==> config.mk <==
export PLATFORM = sky130hd
export DESIGN_NAME = sa_tile_scheduler_flat
export DESIGN_NICKNAME = d
export VERILOG_FILES = /design/src/rtl/sa_tile_if.sv /design/src/rtl/sa_tile_scheduler.sv /design/src/flat_wrapper.sv
export SDC_FILE = /design/constraint.sdc
export NUM_CORES = 1
export LEC_CHECK = 0
export ABC_AREA = 0
export BUFFER_PORTS_ARGS = -buffer_cell sky130_fd_sc_hd__buf_4
export CAP_MARGIN = 20
export CORE_MARGIN = 3
export CORE_UTILIZATION = 45
export DETAILED_ROUTE_END_ITERATION = 8
export GPL_TIMING_DRIVEN = 1
export PLACE_DENSITY = 0.68
export SYNTH_ARGS = -nofsm -noshare
export SYNTH_HDL_FRONTEND = slang
export SYNTH_SLANG_ARGS = --single-unit
==> constraint.sdc <==
create_clock -name clk -period 4 [get_ports clk]
set_clock_uncertainty 0.1 [all_clocks]
set_input_delay 0.8 -clock clk [delete_from_list [all_inputs] [get_ports clk]]
set_output_delay 0.8 -clock clk [all_outputs]
set_load 0.1 [all_outputs]
==> src/rtl/sa_tile_if.sv <==
// Handshake and bus bundle between the tile scheduler, its host and the systolic array.
interface sa_tile_if #(
    parameter int ADDR_W = 32,
    parameter int CNT_W  = 16
);
    logic              go;
    logic [CNT_W-1:0]  cfg_m_tiles;
    logic [CNT_W-1:0]  cfg_k_tiles;
    logic [CNT_W-1:0]  cfg_c_tiles;
    logic [ADDR_W-1:0] cfg_x_base;
    logic [ADDR_W-1:0] cfg_w_base;
    logic [ADDR_W-1:0] x_addr;
    logic [ADDR_W-1:0] w_addr;
    logic              start_mul;
    logic              stall_mul;
    logic              psum_clear;
    logic              wb_valid;
    logic              wb_ready;
    logic [CNT_W-1:0]  wb_m;
    logic [CNT_W-1:0]  wb_c;
    logic              busy;
    logic              done;
    logic              err_timeout;

    // Scheduler side
    modport master (
        input  go, cfg_m_tiles, cfg_k_tiles, cfg_c_tiles, cfg_x_base, cfg_w_base,
        input  stall_mul, wb_ready,
        output x_addr, w_addr, start_mul, psum_clear,
        output wb_valid, wb_m, wb_c, busy, done, err_timeout
    );

    // Host / array / writeback side
    modport slave (
        output go, cfg_m_tiles, cfg_k_tiles, cfg_c_tiles, cfg_x_base, cfg_w_base,
        output stall_mul, wb_ready,
        input  x_addr, w_addr, start_mul, psum_clear,
        input  wb_valid, wb_m, wb_c, busy, done, err_timeout
    );
endinterface

==> src/rtl/sa_tile_scheduler.sv <==
// Tiled GEMM sequencer for an N x N systolic array: walks m (outer), c, k (inner),
// issues one multiply per k tile and hands each finished (m,c) tile to writeback.
module sa_tile_scheduler #(
    parameter int N            = 4,
    parameter int ADDR_W       = 32,
    parameter int CNT_W        = 16,
    parameter int BUSY_TIMEOUT = 8
) (
    input  logic      clk,
    input  logic      n_rst,
    sa_tile_if.master bus
);
    localparam logic [2:0] S_IDLE      = 3'd0;
    localparam logic [2:0] S_ISSUE     = 3'd1;
    localparam logic [2:0] S_WAIT_BUSY = 3'd2;
    localparam logic [2:0] S_WAIT_DONE = 3'd3;
    localparam logic [2:0] S_WB        = 3'd4;
    localparam logic [2:0] S_FIN       = 3'd5;

    // A tile is N*N words; N is a power of two so strides are plain shifts.
    localparam int                TS_SH = 2 * $clog2(N);
    localparam logic [ADDR_W-1:0] TS    = ADDR_W'(N * N);
    localparam int                TMR_W = $clog2(BUSY_TIMEOUT + 1);

    logic [2:0]        state_q, state_d;
    logic [CNT_W-1:0]  m_q, m_d, c_q, c_d, k_q, k_d;
    logic [CNT_W-1:0]  mt_q, mt_d, kt_q, kt_d, ct_q, ct_d;
    logic [ADDR_W-1:0] xs_q, xs_d, ws_q, ws_d;          // row stride of X, k stride of W
    logic [ADDR_W-1:0] w_base_q, w_base_d;
    logic [ADDR_W-1:0] x_row_q, x_row_d;                // X tile (m,0)
    logic [ADDR_W-1:0] w_col_q, w_col_d;                // W tile (0,c)
    logic [ADDR_W-1:0] x_addr_q, x_addr_d, w_addr_q, w_addr_d;
    logic [TMR_W-1:0]  tmr_q, tmr_d;
    logic              err_q, err_d;

    // Next-state and address walk; addresses only ever move by adds of registered strides
    always_comb begin
        state_d  = state_q;
        m_d      = m_q;
        c_d      = c_q;
        k_d      = k_q;
        mt_d     = mt_q;
        kt_d     = kt_q;
        ct_d     = ct_q;
        xs_d     = xs_q;
        ws_d     = ws_q;
        w_base_d = w_base_q;
        x_row_d  = x_row_q;
        w_col_d  = w_col_q;
        x_addr_d = x_addr_q;
        w_addr_d = w_addr_q;
        tmr_d    = tmr_q;
        err_d    = err_q;
        case (state_q)
            S_IDLE: begin
                if (bus.go) begin
                    mt_d     = bus.cfg_m_tiles;
                    kt_d     = bus.cfg_k_tiles;
                    ct_d     = bus.cfg_c_tiles;
                    xs_d     = ADDR_W'(bus.cfg_k_tiles) << TS_SH;
                    ws_d     = ADDR_W'(bus.cfg_c_tiles) << TS_SH;
                    w_base_d = bus.cfg_w_base;
                    x_row_d  = bus.cfg_x_base;
                    w_col_d  = bus.cfg_w_base;
                    err_d    = 1'b0;
                    m_d      = '0;
                    c_d      = '0;
                    k_d      = '0;
                    if (bus.cfg_m_tiles == '0 || bus.cfg_k_tiles == '0 ||
                        bus.cfg_c_tiles == '0) begin
                        state_d = S_FIN;
                    end else begin
                        x_addr_d = bus.cfg_x_base;
                        w_addr_d = bus.cfg_w_base;
                        state_d  = S_ISSUE;
                    end
                end
            end
            S_ISSUE: begin
                // The issue cycle already counts toward the busy timeout
                tmr_d   = TMR_W'(1);
                state_d = S_WAIT_BUSY;
            end
            S_WAIT_BUSY: begin
                if (bus.stall_mul) begin
                    state_d = S_WAIT_DONE;
                end else if (tmr_q >= TMR_W'(BUSY_TIMEOUT - 1)) begin
                    err_d   = 1'b1;
                    state_d = S_FIN;
                end else begin
                    tmr_d = tmr_q + TMR_W'(1);
                end
            end
            S_WAIT_DONE: begin
                if (!bus.stall_mul) begin
                    if (k_q != kt_q - CNT_W'(1)) begin
                        k_d      = k_q + CNT_W'(1);
                        x_addr_d = x_addr_q + TS;
                        w_addr_d = w_addr_q + ws_q;
                        state_d  = S_ISSUE;
                    end else begin
                        state_d = S_WB;
                    end
                end
            end
            S_WB: begin
                if (bus.wb_ready) begin
                    k_d = '0;
                    if (c_q == ct_q - CNT_W'(1)) begin
                        c_d = '0;
                        if (m_q == mt_q - CNT_W'(1)) begin
                            state_d = S_FIN;
                        end else begin
                            m_d      = m_q + CNT_W'(1);
                            x_row_d  = x_row_q + xs_q;
                            w_col_d  = w_base_q;
                            x_addr_d = x_row_q + xs_q;
                            w_addr_d = w_base_q;
                            state_d  = S_ISSUE;
                        end
                    end else begin
                        c_d      = c_q + CNT_W'(1);
                        w_col_d  = w_col_q + TS;
                        x_addr_d = x_row_q;
                        w_addr_d = w_col_q + TS;
                        state_d  = S_ISSUE;
                    end
                end
            end
            S_FIN: begin
                state_d = S_IDLE;
            end
            default: begin
                state_d = S_IDLE;
            end
        endcase
    end

    // State registers; reset returns to IDLE with every counter and address cleared
    always_ff @(posedge clk) begin
        if (!n_rst) begin
            state_q  <= S_IDLE;
            m_q      <= '0;
            c_q      <= '0;
            k_q      <= '0;
            mt_q     <= '0;
            kt_q     <= '0;
            ct_q     <= '0;
            xs_q     <= '0;
            ws_q     <= '0;
            w_base_q <= '0;
            x_row_q  <= '0;
            w_col_q  <= '0;
            x_addr_q <= '0;
            w_addr_q <= '0;
            tmr_q    <= '0;
            err_q    <= 1'b0;
        end else begin
            state_q  <= state_d;
            m_q      <= m_d;
            c_q      <= c_d;
            k_q      <= k_d;
            mt_q     <= mt_d;
            kt_q     <= kt_d;
            ct_q     <= ct_d;
            xs_q     <= xs_d;
            ws_q     <= ws_d;
            w_base_q <= w_base_d;
            x_row_q  <= x_row_d;
            w_col_q  <= w_col_d;
            x_addr_q <= x_addr_d;
            w_addr_q <= w_addr_d;
            tmr_q    <= tmr_d;
            err_q    <= err_d;
        end
    end

    assign bus.x_addr      = x_addr_q;
    assign bus.w_addr      = w_addr_q;
    assign bus.start_mul   = (state_q == S_ISSUE);
    assign bus.psum_clear  = (state_q == S_ISSUE) && (k_q == '0);
    assign bus.wb_valid    = (state_q == S_WB);
    assign bus.wb_m        = (state_q == S_WB) ? m_q : '0;
    assign bus.wb_c        = (state_q == S_WB) ? c_q : '0;
    assign bus.busy        = (state_q != S_IDLE);
    assign bus.done        = (state_q == S_FIN);
    assign bus.err_timeout = err_q;
endmodule
==> src/flat_wrapper.sv <==
// flat-port wrapper written by rule: the top's interface ports become plain ports
module sa_tile_scheduler_flat 
#(
    parameter int N            = 4,
    parameter int ADDR_W       = 32,
    parameter int CNT_W        = 16,
    parameter int BUSY_TIMEOUT = 8
)
  (clk, n_rst, bus_go, bus_cfg_m_tiles, bus_cfg_k_tiles, bus_cfg_c_tiles, bus_cfg_x_base, bus_cfg_w_base, bus_stall_mul, bus_wb_ready, bus_x_addr, bus_w_addr, bus_start_mul, bus_psum_clear, bus_wb_valid, bus_wb_m, bus_wb_c, bus_busy, bus_done, bus_err_timeout);
  sa_tile_if #(.ADDR_W(ADDR_W), .CNT_W(CNT_W)) bus_i ();
  input  logic clk;
  input  logic n_rst;
  input wire logic [$bits(bus_i.go)-1:0] bus_go;
  input wire logic [$bits(bus_i.cfg_m_tiles)-1:0] bus_cfg_m_tiles;
  input wire logic [$bits(bus_i.cfg_k_tiles)-1:0] bus_cfg_k_tiles;
  input wire logic [$bits(bus_i.cfg_c_tiles)-1:0] bus_cfg_c_tiles;
  input wire logic [$bits(bus_i.cfg_x_base)-1:0] bus_cfg_x_base;
  input wire logic [$bits(bus_i.cfg_w_base)-1:0] bus_cfg_w_base;
  input wire logic [$bits(bus_i.stall_mul)-1:0] bus_stall_mul;
  input wire logic [$bits(bus_i.wb_ready)-1:0] bus_wb_ready;
  output wire logic [$bits(bus_i.x_addr)-1:0] bus_x_addr;
  output wire logic [$bits(bus_i.w_addr)-1:0] bus_w_addr;
  output wire logic [$bits(bus_i.start_mul)-1:0] bus_start_mul;
  output wire logic [$bits(bus_i.psum_clear)-1:0] bus_psum_clear;
  output wire logic [$bits(bus_i.wb_valid)-1:0] bus_wb_valid;
  output wire logic [$bits(bus_i.wb_m)-1:0] bus_wb_m;
  output wire logic [$bits(bus_i.wb_c)-1:0] bus_wb_c;
  output wire logic [$bits(bus_i.busy)-1:0] bus_busy;
  output wire logic [$bits(bus_i.done)-1:0] bus_done;
  output wire logic [$bits(bus_i.err_timeout)-1:0] bus_err_timeout;
  assign bus_i.go = bus_go;
  assign bus_i.cfg_m_tiles = bus_cfg_m_tiles;
  assign bus_i.cfg_k_tiles = bus_cfg_k_tiles;
  assign bus_i.cfg_c_tiles = bus_cfg_c_tiles;
  assign bus_i.cfg_x_base = bus_cfg_x_base;
  assign bus_i.cfg_w_base = bus_cfg_w_base;
  assign bus_i.stall_mul = bus_stall_mul;
  assign bus_i.wb_ready = bus_wb_ready;
  assign bus_x_addr = bus_i.x_addr;
  assign bus_w_addr = bus_i.w_addr;
  assign bus_start_mul = bus_i.start_mul;
  assign bus_psum_clear = bus_i.psum_clear;
  assign bus_wb_valid = bus_i.wb_valid;
  assign bus_wb_m = bus_i.wb_m;
  assign bus_wb_c = bus_i.wb_c;
  assign bus_busy = bus_i.busy;
  assign bus_done = bus_i.done;
  assign bus_err_timeout = bus_i.err_timeout;
  sa_tile_scheduler #(.N(N), .ADDR_W(ADDR_W), .CNT_W(CNT_W), .BUSY_TIMEOUT(BUSY_TIMEOUT)) u_core (.clk(clk), .n_rst(n_rst), .bus(bus_i));
endmodule
======== Word-level counts from Yosys, hierarchy flattened ========
Cells that the tools add are included.
cells by class
  add/subtract/negate cells ............... 11
  $lt $le $gt $ge ......................... 1
  eq/ne operators ......................... 20
  muxes and demuxes ....................... 53
  reductions and logical operators ........ 22
operators with widths
  kind                   count
  $mux 32                18
  $pmux 32 s3            2
  $mux 16                11
  $pmux 32 s2            2
  $add 32x20->32         2
  $add 32x5->32 const B  2
  $logic_not 16->1       4
  $pmux 16 s2            2
  $add 16x1->16 const B  3
  $pmux 16 s3            1
  $sub 16x1->16 const B  3
  $eq 16x16->1           2
  $mux 3                 9
  $ne 16x16->1           1
  $pmux 3 s5             1
  $ne 2x2->1 const B     7
  $reduce_and 4->1       3
  $reduce_and 5->1       2
  $mux 4                 2
  $pmux 4 s2             1
  $reduce_and 7->1       1
  $eq 3x2->1 const B     2
  $eq 3x3->1 const B     2
  $ne 2x1->1 const B     3
  other kinds (14)       21
word-level totals
  bits in registers ....................... 264
  input bits .............................. 117
  output and inout port bits .............. 102
  logic and storage cells ................. 121

======== Logic depth before layout (Yosys ltp) ========
Gate-level depths: netlist of the first run.
  word-level depth ........................ 6
  depth in mapped cells ................... 14
  depth with buffers taken out ............ 11

======== Worst setup path before layout of the first run ========
No wires, ideal clock.
  path type ............................... register to output
  start point ............................. reg u_core.state_q[0]
  end point ............................... out bus_psum_clear
  arrival time ............................ 2.972 ns
  required time ........................... 3.100 ns
  slack ................................... 0.128 ns
  cell stages (with the launch flop) ...... 5
  path buffers ............................ 1
  cells stage by stage .................... dfxtp_1 -> clkbuf_1 -> nor2b_1 -> nand2b_1 -> nor3_1
between the ends
  word-level cells in the longest chain between the ends .. 2
ends and longest elaborated chain
  element                 RTL line                  RTL
  from (decl)             sa_tile_scheduler.sv:25   logic [2:0] state_q, state_d;
  from (signal assigned)  sa_tile_scheduler.sv:159  state_q <= state_d;
  $eq 3x1->1              sa_tile_scheduler.sv:181  assign bus.psum_clear = (state_q == S_ISSUE) && (k_q == '0);
  $logic_and 1x1->1       sa_tile_scheduler.sv:181
  to (decl)               flat_wrapper.sv:24        output wire logic [$bits(bus_i.psum_clear)-1:0] bus_psum_clear;
Every way passes these cells.

======== Worst setup path in the final report of the first run ========
  start point ............................. reg u_core.ct_q[1]
  end point ............................... reg u_core.x_addr_q[25] (netlist: u_core.bus.x_addr[25])
between the ends
  word-level cells in the longest chain between the ends .. 5
  elaborated cells between the ends (all ways) .. 7
  classes of those cells .................. 1 x add/sub; 2 x eq/ne; 3 x mux; 1 x reduce/logical
ends and longest elaborated chain
  element                 RTL line                  RTL
  from (decl)             sa_tile_scheduler.sv:27   logic [CNT_W-1:0] mt_q, mt_d, kt_q, kt_d, ct_q, ct_d;
  from (signal assigned)  sa_tile_scheduler.sv:165  ct_q <= ct_d;
  $sub 16x1->16 (*)       sa_tile_scheduler.sv:109  if (c_q == ct_q - CNT_W'(1)) begin
  $eq 16x16->1 (*)        sa_tile_scheduler.sv:109
  $mux 32                 sa_tile_scheduler.sv:109
  $mux 32                 sa_tile_scheduler.sv:107  if (bus.wb_ready) begin
  $pmux 32 s3             sa_tile_scheduler.sv:54   case (state_q)
  to (signal assigned)    sa_tile_scheduler.sv:171  x_addr_q <= x_addr_d;
  to (decl)               sa_tile_scheduler.sv:32   logic [ADDR_W-1:0] x_addr_q, x_addr_d, w_addr_q, w_addr_d;
Mark *: on every way between the ends. The rest lies on a longest branch, timed or not. The select of a mux whose other input is x is not followed.
A chain may end at the register's enable or synchronous reset.

==> flow_metrics.tcl, run 1 <==
set metrics [dict create \
    hold_end "u_core.x_row_q[2]" \
    timing.final.crit_share_pct 94.6 \
    slowest_stage "or4_1" \
    synthArstFlopShare_pct 0 \
    relSlewSlack_pct 33.3 \
    cts_sinks 264 \
    synth-edff-count 0 \
    first_pass_iters 5 \
    grt_pass1_wl_mm 96.1 \
    ant_nets 0 \
    place_area_sq_mm 0.0192 \
    area_growth_pct 19.5 \
    ys_warn_count 0 \
    outcome "completed" \
    drive_gt1_share_pct 16.9 \
    regArea_sq_mm 0.00529 \
    die_x_um 200 \
    powerDensity_mw_per_mm2 502 \
    dr.first_iter.drc_count 1492 \
    path_class "flip-flop to flip-flop" \
    ir_worst_vdd_mv 0.364 \
    final-max-slew-violation-count 0 \
    most-common-layout-cells "nand2_1, buf_4, dfxtp_1, a21oi_1, nor2_1" \
    worst-path-max-fanout 17 \
    antenna_found_initial 0 \
    reg2regPathDepth 11 \
    max_freq_mhz 264 \
    end_kind "flip-flop" \
    postLayoutCellArea_sq_mm 0.0203 \
    cp.required_ns 4.43 \
    leakage_nw 7.88 \
    gr-total-overflow 0 \
    mostFrequentLayoutCell "nand2_1" \
    min-delay-start "u_core.x_row_q[2]" \
    syn_area_per_cell_sq_um 7.55 \
    fillers 3513 \
    cts_buffers 30 \
    crit_chain "inv_1, ha_1, or4b_4, o41ai_4, nand4_1, nor3b_1, nand4_1, or2_2, or4_1, a21oi_1, o221a_1" \
    initial_utilization_pct 46.0 \
    place.gp.congestion 0.917 \
    cts_buffer_depth 3 \
    setup_viol 0 \
    grt_max_degree 88 \
    rows 70 \
    port_buffers 218 \
    r2r-start "u_core.ct_q[1]" \
    hpwl_mm 43.5 \
    hp-class "flip-flop to flip-flop" \
    boundaryPins 219 \
    cp.arrival_ns 4.22 \
    nets 2574 \
    synth_cell_types 96 \
    synth_seq_cells 264 \
    multi_input_area_sq_mm 0.0110 \
    fp.dieH_um 200 \
    drv_cap 0 \
    wire_per_inst_um 20.9 \
    ys.flop_type "dfxtp_1" \
    htree_levels 1 \
    grt_pass1_vias 17184 \
    diodes 0 \
    path_common_cell "nand4_1" \
    finalHoldViolCount 0 \
    netlist_instances 2248 \
    dieArea_sq_mm 0.0401 \
    vias 18256 \
    post-route-min-period_ns 3.78 \
    grt_use_total_pct 29.1 \
    worstMarginPinSlew_ns 1.00 \
    wl_mm 61.4 \
    hold_depth 2 \
    syn_area_sq_mm 0.0170 \
    start_kind "flip-flop" \
    rr_endpoint "u_core.bus.x_addr[25]" \
    cts.clk_slew.worst_paths_ns 0.06 \
    rsz0062_at_grt "false" \
    r2r_slack_ns 0.22 \
    synth_nets 2409 \
    clkLatencyLatePin_ns 0.59 \
    vias_per_cell 6.21 \
    cpPeakStageDelay_ns 0.56 \
    remaining_drc_errors 0 \
    core_sq_mm 0.0369 \
    cts_tree "yes" \
    tns_ns 0 \
    synth.yosys.seq_area_share_pct 31.1 \
    root_buffer "clkbuf_16" \
]
## sequential cells by signal (all words and copies together) (netlist names)
register / flops
u_core.bus.err_timeout: 1
u_core.c_q: 16
u_core.w_col_q: 32
u_core.x_row_q: 32
u_core.k_q: 16
u_core.bus.w_addr: 32
u_core.w_base_q: 32
u_core.ct_q: 16
u_core.mt_q: 16
u_core.m_q: 16
u_core.state_q: 3
u_core.xs_q: 16
u_core.bus.x_addr: 32
u_core.tmr_q: 4
## logic make-up after synthesis
| logic type | synth area share (%) |
|---|---|
| adders and majority gates | 3.33 |
| DFF | 31.1 |
| AOI/OAI and AO/OA | 25.9 |
| xor gates and xnor gates | 7.74 |
| muxes | 1.64 |
| and+or+nand+nor | 25.5 |
| buffers and inverters | 4.75 |
## per-stage QoR
stage	utilization [%]	hold slack (ns)	power (mW)	setup WS, ns	std cells
6_report	55.0	0.357	10.2	0.216	2940
5_1_grt	55.0	0.369	10.6	0.0188	2940
4_1_cts	54.9	0.357	10.1	0.0198	2940
3_5_place_dp	52.2	0.348	7.32	0.0789	2885
3_3_place_gp	52.2	0.342	7.25	0.0695	2885
2_1_floorplan	-	0.332	6.17	0.128	2248
## cell usage after synthesis, types with 9 or more instances
| master | instances | area [sq um] |
|---|---|---|
| a211oi_1 | 47 | 353 |
| a21o_1 | 16 | 120 |
| a21oi_1 | 265 | 1330 |
| a22oi_1 | 21 | 158 |
| a311oi_1 | 24 | 210 |
| a31oi_1 | 39 | 244 |
| and2_1 | 38 | 238 |
| and3_1 | 32 | 200 |
| and4_1 | 9 | 78.8 |
| buf_2 | 16 | 80.1 |
| clkbuf_1 | 122 | 458 |
| dfxtp_1 | 264 | 5290 |
| ha_1 | 42 | 526 |
| inv_1 | 38 | 143 |
| mux2_2 | 12 | 135 |
| mux2i_1 | 12 | 120 |
| nand2_1 | 344 | 1290 |
| nand3_1 | 79 | 395 |
| nand4_1 | 44 | 275 |
| nor2_1 | 160 | 601 |
| nor2b_1 | 10 | 62.6 |
| nor3_1 | 69 | 345 |
| nor4_1 | 27 | 169 |
| o2111ai_1 | 9 | 78.8 |
| o211ai_1 | 30 | 225 |
| o21a_1 | 10 | 75.1 |
| o21ai_0 | 84 | 420 |
| o31ai_1 | 23 | 173 |
| or3_1 | 21 | 131 |
| or4_1 | 18 | 135 |
| xnor2_1 | 90 | 788 |
| xor2_1 | 60 | 526 |
## where the power goes
group          internal [mW]  switching [mW]  total (mW)
clock network           1.63            1.21        2.85
logic                   1.26            2.65        3.92
registers               2.97           0.451        3.42
total                   5.87            4.32        10.2
## layer usage
layer / GRT usage (%) / vias to the layer above / share of wire [%] / wire length (um)
met5: 0 / - / 0 / 0
li1: - / 8569 / - / -
met2: 48.8 / 764 / 47 / 28900
met4: 10.5 / 0 / 3.7 / 2250
met3: 4.24 / 151 / 7.1 / 4340
met1: 38.3 / 8772 / 42 / 26000
## cell type report
| class | count | area share [%] |
|---|---|---|
| Inverter | 39 | 0.759 |
| Multi-Input combinational cell | 1790 | 54.1 |
| Timing Repair Buffer | 288 | 11.0 |
| Clock buffer | 39 | 4.22 |
| Sequential cell | 264 | 26.0 |
| Tap cell | 504 | 3.11 |
| Clock inverter | 16 | 0.703 |
## worst max-delay path by stage
stage	from	to	slack (ns)	cells past startpoint
6_report	u_core.ct_q[1]	u_core.bus.x_addr[25]	0.22	11
5_1_grt	u_core.ct_q[1]	u_core.x_row_q[6]	0.02	13
4_1_cts	u_core.ct_q[0]	u_core.bus.x_addr[25]	0.02	11
3_5_place_dp	u_core.ct_q[0]	u_core.bus.x_addr[25]	0.08	11
3_3_place_gp	u_core.ct_q[0]	u_core.bus.x_addr[25]	0.07	11
2_1_floorplan	u_core.state_q[0]	bus_psum_clear	0.13	4
## critical path, delay by kind of cell, from the launching register on
| family | cells | cell delay [ns] |
|---|---|---|
| AO/OA/AOI/OAI | 3 | 0.72 |
| adder cells (fa/ha/maj) | 1 | 0.17 |
| buffers and inverters | 1 | 0.06 |
| flip-flops | 1 | 0.31 |
| AND/OR/NAND/NOR | 6 | 2.35 |
## what timing repair did
item / CTS / global route
setup endpoints to repair: 0 / 127
setup buffers: 0 / 0
resized for setup: 0 / 6
hold buffers: 0 / 0
(Power assumes the default switching activity.)
==> inputs of run 2 (changes only) <==
- RECOVER_POWER: default -> 100
==> run 2 against run 1 <==
The flow now finishes with violations (capacitance limit, slew limit). Non-clock buffer count is the same. Core utilization decreased by 1.1 points. Setup slack lost 0.026 ns. Register-to-register slack lost 0.03 ns. Sequential power about the same. Final cell count stayed put. Die area did not move. Count of clock-buffer cells in the layout unchanged. Critical path depth increased by 1. Global-route usage unchanged. Largest cell class unchanged. Highest routed layer unchanged.
==> flow_metrics.tcl, run 2 (synthesis gave the netlist of run 1 again) <==
set metrics [dict create \
    post-route-min-period_ns 3.81 \
    cts_tree "yes" \
    htree_levels 1 \
    rows 70 \
    cp.required_ns 4.27 \
    cts_sinks 264 \
    dieArea_sq_mm 0.0401 \
    diodes 0 \
    slowest_stage "or2_2" \
    powerDensity_mw_per_mm2 506 \
    dr.first_iter.drc_count 1413 \
    timing.final.crit_share_pct 95.2 \
    cts_buffer_depth 3 \
    cts_buffers 30 \
    hpwl_mm 43.5 \
    pre_cts_ws_ns 0.0789 \
    first_pass_iters 6 \
    cp.arrival_ns 4.08 \
    path_delay_family "simple AND/OR/NAND/NOR gates" \
    fin_ws_ns 0.191 \
    initial_utilization_pct 46.0 \
    crit_buf_inv 2 \
    grt_pass1_wl_mm 96.1 \
    whs_ns 0.356 \
    violations "capacitance limit, slew limit" \
    grt_use_total_pct 29.1 \
    final-max-slew-violation-count 173 \
    postCtsHoldBufs 0 \
    gr-total-overflow 0 \
    worst-path-max-fanout 17 \
    max_freq_mhz 263 \
    fp.dieH_um 200 \
    port_buffers 218 \
    tns_ns 0 \
    leakage_nw 7.54 \
    vias_per_cell 6.22 \
    vias 18280 \
    die_x_um 200 \
    setup_viol 0 \
    ant_nets 0 \
    grt_max_degree 88 \
    remaining_drc_errors 0 \
    finalHoldViolCount 0 \
    place.gp.congestion 0.917 \
    drv_cap 2 \
    hp-class "flip-flop to flip-flop" \
    antenna_found_initial 0 \
    wire_per_inst_um 20.9 \
    utilization_pct 53.9 \
    end_kind "flip-flop" \
    postLayoutCellArea_sq_mm 0.0199 \
    r2r_slack_ns 0.19 \
    drive_gt1_share_pct 13.6 \
    most-common-layout-cells "nand2_1, a21oi_1, dfxtp_1, buf_4, nor2_1" \
    area_growth_pct 17.1 \
    outcome "finished with violations" \
    worstMarginPinSlew_ns 2.02 \
    place_area_sq_mm 0.0192 \
    boundaryPins 219 \
    path_class "flip-flop to flip-flop" \
    clkLatencyLatePin_ns 0.59 \
    cts.clk_slew.worst_paths_ns 0.06 \
    grt_pass1_vias 17184 \
    start_kind "flip-flop" \
    mostFrequentLayoutCell "nand2_1" \
    relSlewSlack_pct -34.4 \
    nets 2574 \
    rsz0062_at_grt "false" \
    root_buffer "clkbuf_16" \
    fillers 3635 \
    wl_mm 61.5 \
    core_sq_mm 0.0369 \
    postCtsSetupRepairBufs 0 \
    ir_worst_vdd_mv 0.365 \
    path_common_cell "nand4_1" \
    crit_chain "inv_1, ha_1, or4b_4, o41ai_4, nand4_1, nor3b_1, nand4_1, or2_2, buf_4, mux2_2, a22oi_1, a211oi_1" \
    cpPeakStageDelay_ns 0.55 \
]
-- run 2: changes by cell type in the layout (fill, tap and decap cells not counted), moves of 2 or more --
cell | before | now
buf_2 | 0 | 2
a221oi_1 | 8 | 11
buf_4 | 282 | 167
a221oi_2 | 4 | 1
clkbuf_1 | 3 | 78
clkbuf_2 | 0 | 35
clkbuf_4 | 0 | 4
-- run 2: through the flow --
| stage | total power [mW] | cells |
|---|---|---|
| floorplan | 6.17 | 2248 |
| CTS | 10.1 | 2940 |
| finish | 10.0 | 2940 |
| global route | 10.5 | 2940 |
| global placement | 7.25 | 2885 |
| detailed placement | 7.32 | 2885 |
-- run 2: timing repair --
item | in CTS | in global routing
gates resized for setup | 0 | 6
endpoints found under the hold margin | 0 | 0
setup endpoints to repair | 0 | 127
-- run 2: worst paths after layout --
kind / depth (start not counted) / from / end
hold reg to reg: 2 / u_core.w_base_q[5] / u_core.w_base_q[5]
setup reg to reg: 12 / u_core.ct_q[1] / u_core.bus.w_addr[1]
hold / removal: 2 / u_core.w_base_q[5] / u_core.w_base_q[5]
setup / recovery: 12 / u_core.ct_q[1] / u_core.bus.w_addr[1]
-- run 2: metal layers --
metal  routed length (um)  vias to the layer above  global-route usage, %
li1                     -                     8555                      -
met3                 4280                      155                   4.24
met2                28900                      787                   48.8
met4                 2280                        0                   10.5
met5                    0                        -                      0
met1                26000                     8783                   38.3
-- run 2: worst register-to-register path, cell delays in order, from the launching register on --
cell and delay (ns):
dfxtp_1 0.31, inv_1 0.06, ha_1 0.17, or4b_4 0.53, o41ai_4 0.37, nand4_1 0.24
nor3b_1 0.25, nand4_1 0.23, or2_2 0.55, buf_4 0.27, mux2_2 0.28, a22oi_1 0.14
a211oi_1 0.10
-- run 2: cell type report --
type	count	area (sq um)	share of cell area, %
multi-input combinational	1790	11000	55.1
clock inverter	16	143	0.718
tap	504	631	3.17
timing repair buffer	288	1850	9.31
inverter	39	151	0.762
sequential	264	5290	26.6
clock buffer	39	856	4.31
-- run 2: power breakdown --
part | internal [mW] | switching [mW] | leakage [nW]
sequential | 2.97 | 0.446 | 2.16
combinational | 1.14 | 2.65 | 4.88
clock | 1.63 | 1.22 | 0.497
==> inputs of run 3 (changes only) <==
- MAX_ROUTING_LAYER: default -> met4
==> run 3 against run 2 <==
The flow still finishes with violations (capacitance limit, slew limit). Flip-flop and latch count unchanged. Via count decreased by 0.84%. Combinational power increased by 1%. Clock power increased by 6%. Cell area increased by 0.93%. Largest power group unchanged.
==> flow_metrics.tcl, run 3 (synthesis gave the netlist of run 1 again) <==
set metrics [dict create \
    outcome "finished with violations" \
    violations "capacitance limit, slew limit" \
    rows 70 \
    whs_ns 0.352 \
    grt_pass1_vias 17223 \
    end_kind "flip-flop" \
    worstMarginPinSlew_ns 1.96 \
    postCtsSetupRepairBufs 0 \
    hp-class "flip-flop to flip-flop" \
    place.gp.congestion 0.986 \
    cpPeakStageDelay_ns 0.53 \
    nets 2569 \
    worst-path-max-fanout 22 \
    cts_sinks 264 \
    drv_cap 2 \
    clkLatencyLatePin_ns 0.58 \
    wire_per_inst_um 21.0 \
    fillers 3564 \
    boundaryPins 219 \
    mostFrequentLayoutCell "nand2_1" \
    cts_buffer_depth 3 \
    grt_pass1_wl_mm 96.7 \
    final-max-slew-violation-count 157 \
    rr_endpoint "u_core.bus.w_addr[18]" \
    dieArea_sq_mm 0.0401 \
    pre_cts_ws_ns -0.0831 \
    relSlewSlack_pct -30.7 \
    fp.dieH_um 200 \
    start_kind "flip-flop" \
    post-route-min-period_ns 3.83 \
    slowest_stage "or4b_4" \
    vias_per_cell 6.17 \
    drive_gt1_share_pct 13.7 \
    r2r_slack_ns 0.17 \
    r2r-start "u_core.ct_q[0]" \
    port_buffers 218 \
    cts_tree "yes" \
    crit_chain "inv_1, ha_1, or4b_4, o41ai_4, nand4_1, a2111oi_2, nand4b_2, nor2_4, a21oi_4, buf_4, a21oi_1, a311oi_2" \
    leakage_nw 7.60 \
    power_mw 10.3 \
    ant_nets 0 \
    area_growth_pct 18.1 \
    remaining_drc_errors 0 \
    die_x_um 200 \
    hpwl_mm 43.7 \
    vias 18126 \
    root_buffer "clkbuf_16" \
    cts.clk_slew.worst_paths_ns 0.06 \
    finalHoldViolCount 0 \
    max_freq_mhz 261 \
    gr-total-overflow 0 \
    hold_end "u_core.w_base_q[11]" \
    core_sq_mm 0.0369 \
    postCtsHoldBufs 0 \
    grt_max_degree 89 \
    antenna_found_initial 1 \
    powerDensity_mw_per_mm2 512 \
    path_class "flip-flop to flip-flop" \
    cp.required_ns 4.34 \
    dr.first_iter.drc_count 1529 \
    cp.arrival_ns 4.17 \
    hold_depth 2 \
    initial_utilization_pct 46.0 \
    wl_mm 61.7 \
    htree_levels 1 \
    most-common-layout-cells "nand2_1, a21oi_1, dfxtp_1, buf_4, nor2_1" \
    min-delay-start "u_core.w_base_q[11]" \
    first_pass_iters 5 \
    ir_worst_vdd_mv 0.387 \
    reg2regPathDepth 12 \
    grt_use_total_pct 30.1 \
    cts_buffers 31 \
    timing.final.crit_share_pct 95.9 \
    setup_viol 0 \
    fin_ws_ns 0.166 \
]
-- run 3: critical path: cells and delay by family, from the launching register on --
kind	cells	cell delay (ns)
and+or+nand+nor	4	1.53
buffers and inverters	2	0.33
adders and majority gates	1	0.15
DFF	1	0.32
AOI/OAI and AO/OA	5	1.25
-- run 3: area by class of cell --
class / count / area, sq um / area share [%]
Inverter: 39 / 156 / 0.780
Antenna cell: 1 / 2.50 / 0.0125
Clock inverter: 15 / 186 / 0.930
Clock buffer: 43 / 901 / 4.49
Timing Repair Buffer: 282 / 1910 / 9.54
Sequential cell: 264 / 5290 / 26.4
Multi-Input combinational cell: 1790 / 11000 / 54.7
Tap cell: 504 / 631 / 3.14
-- run 3: repair_timing --
item / 4_1_cts / 5_1_grt
setup endpoints to repair: 85 / 103
gates resized for setup: 1 / 7
pin swaps: 0 / 2
-- run 3: how the worst max path moves through the flow --
stage                            from                     to  slack (ns)  cells after the start
CTS                    u_core.ct_q[0]  u_core.bus.w_addr[18]        0.05                     12
global placement       u_core.ct_q[0]  u_core.bus.x_addr[25]        0.03                     11
detailed placement     u_core.ct_q[0]  u_core.bus.x_addr[29]       -0.08                     12
floorplan           u_core.state_q[0]         bus_psum_clear        0.13                      4
global route           u_core.ct_q[0]     u_core.w_col_q[19]       -0.03                     11
finish                 u_core.ct_q[0]  u_core.bus.w_addr[18]        0.17                     12
-- run 3: layer usage --
metal,up-vias,GRT usage (%),routed length [um]
met4,0,10.4,2320
li1,8541,-,-
met5,-,-,0
met3,139,3.95,4750
met2,807,48.8,28800
met1,8639,38.7,25800
-- run 3: where the power goes --
| group | switching [mW] | internal [mW] | leakage [nW] |
|---|---|---|---|
| Clock | 1.21 | 1.82 | 0.533 |
| Combinational | 2.67 | 1.16 | 4.90 |
| Sequential | 0.443 | 2.97 | 2.16 |
| Total | 4.32 | 5.95 | 7.60 |
-- run 3: through the flow --
step / instance area [sq um] / instances / TNS (ns) / util, %
CTS: 20300 / 2937 / 0 / 55.1
detailed placement: 19200 / 2879 / -1.09 / 52.2
global route: 20100 / 2938 / -0.0636 / 54.4
floorplan: 17000 / 2248 / 0 / -
global placement: 19200 / 2879 / 0 / 52.2
finish: 20100 / 2938 / 0 / 54.4
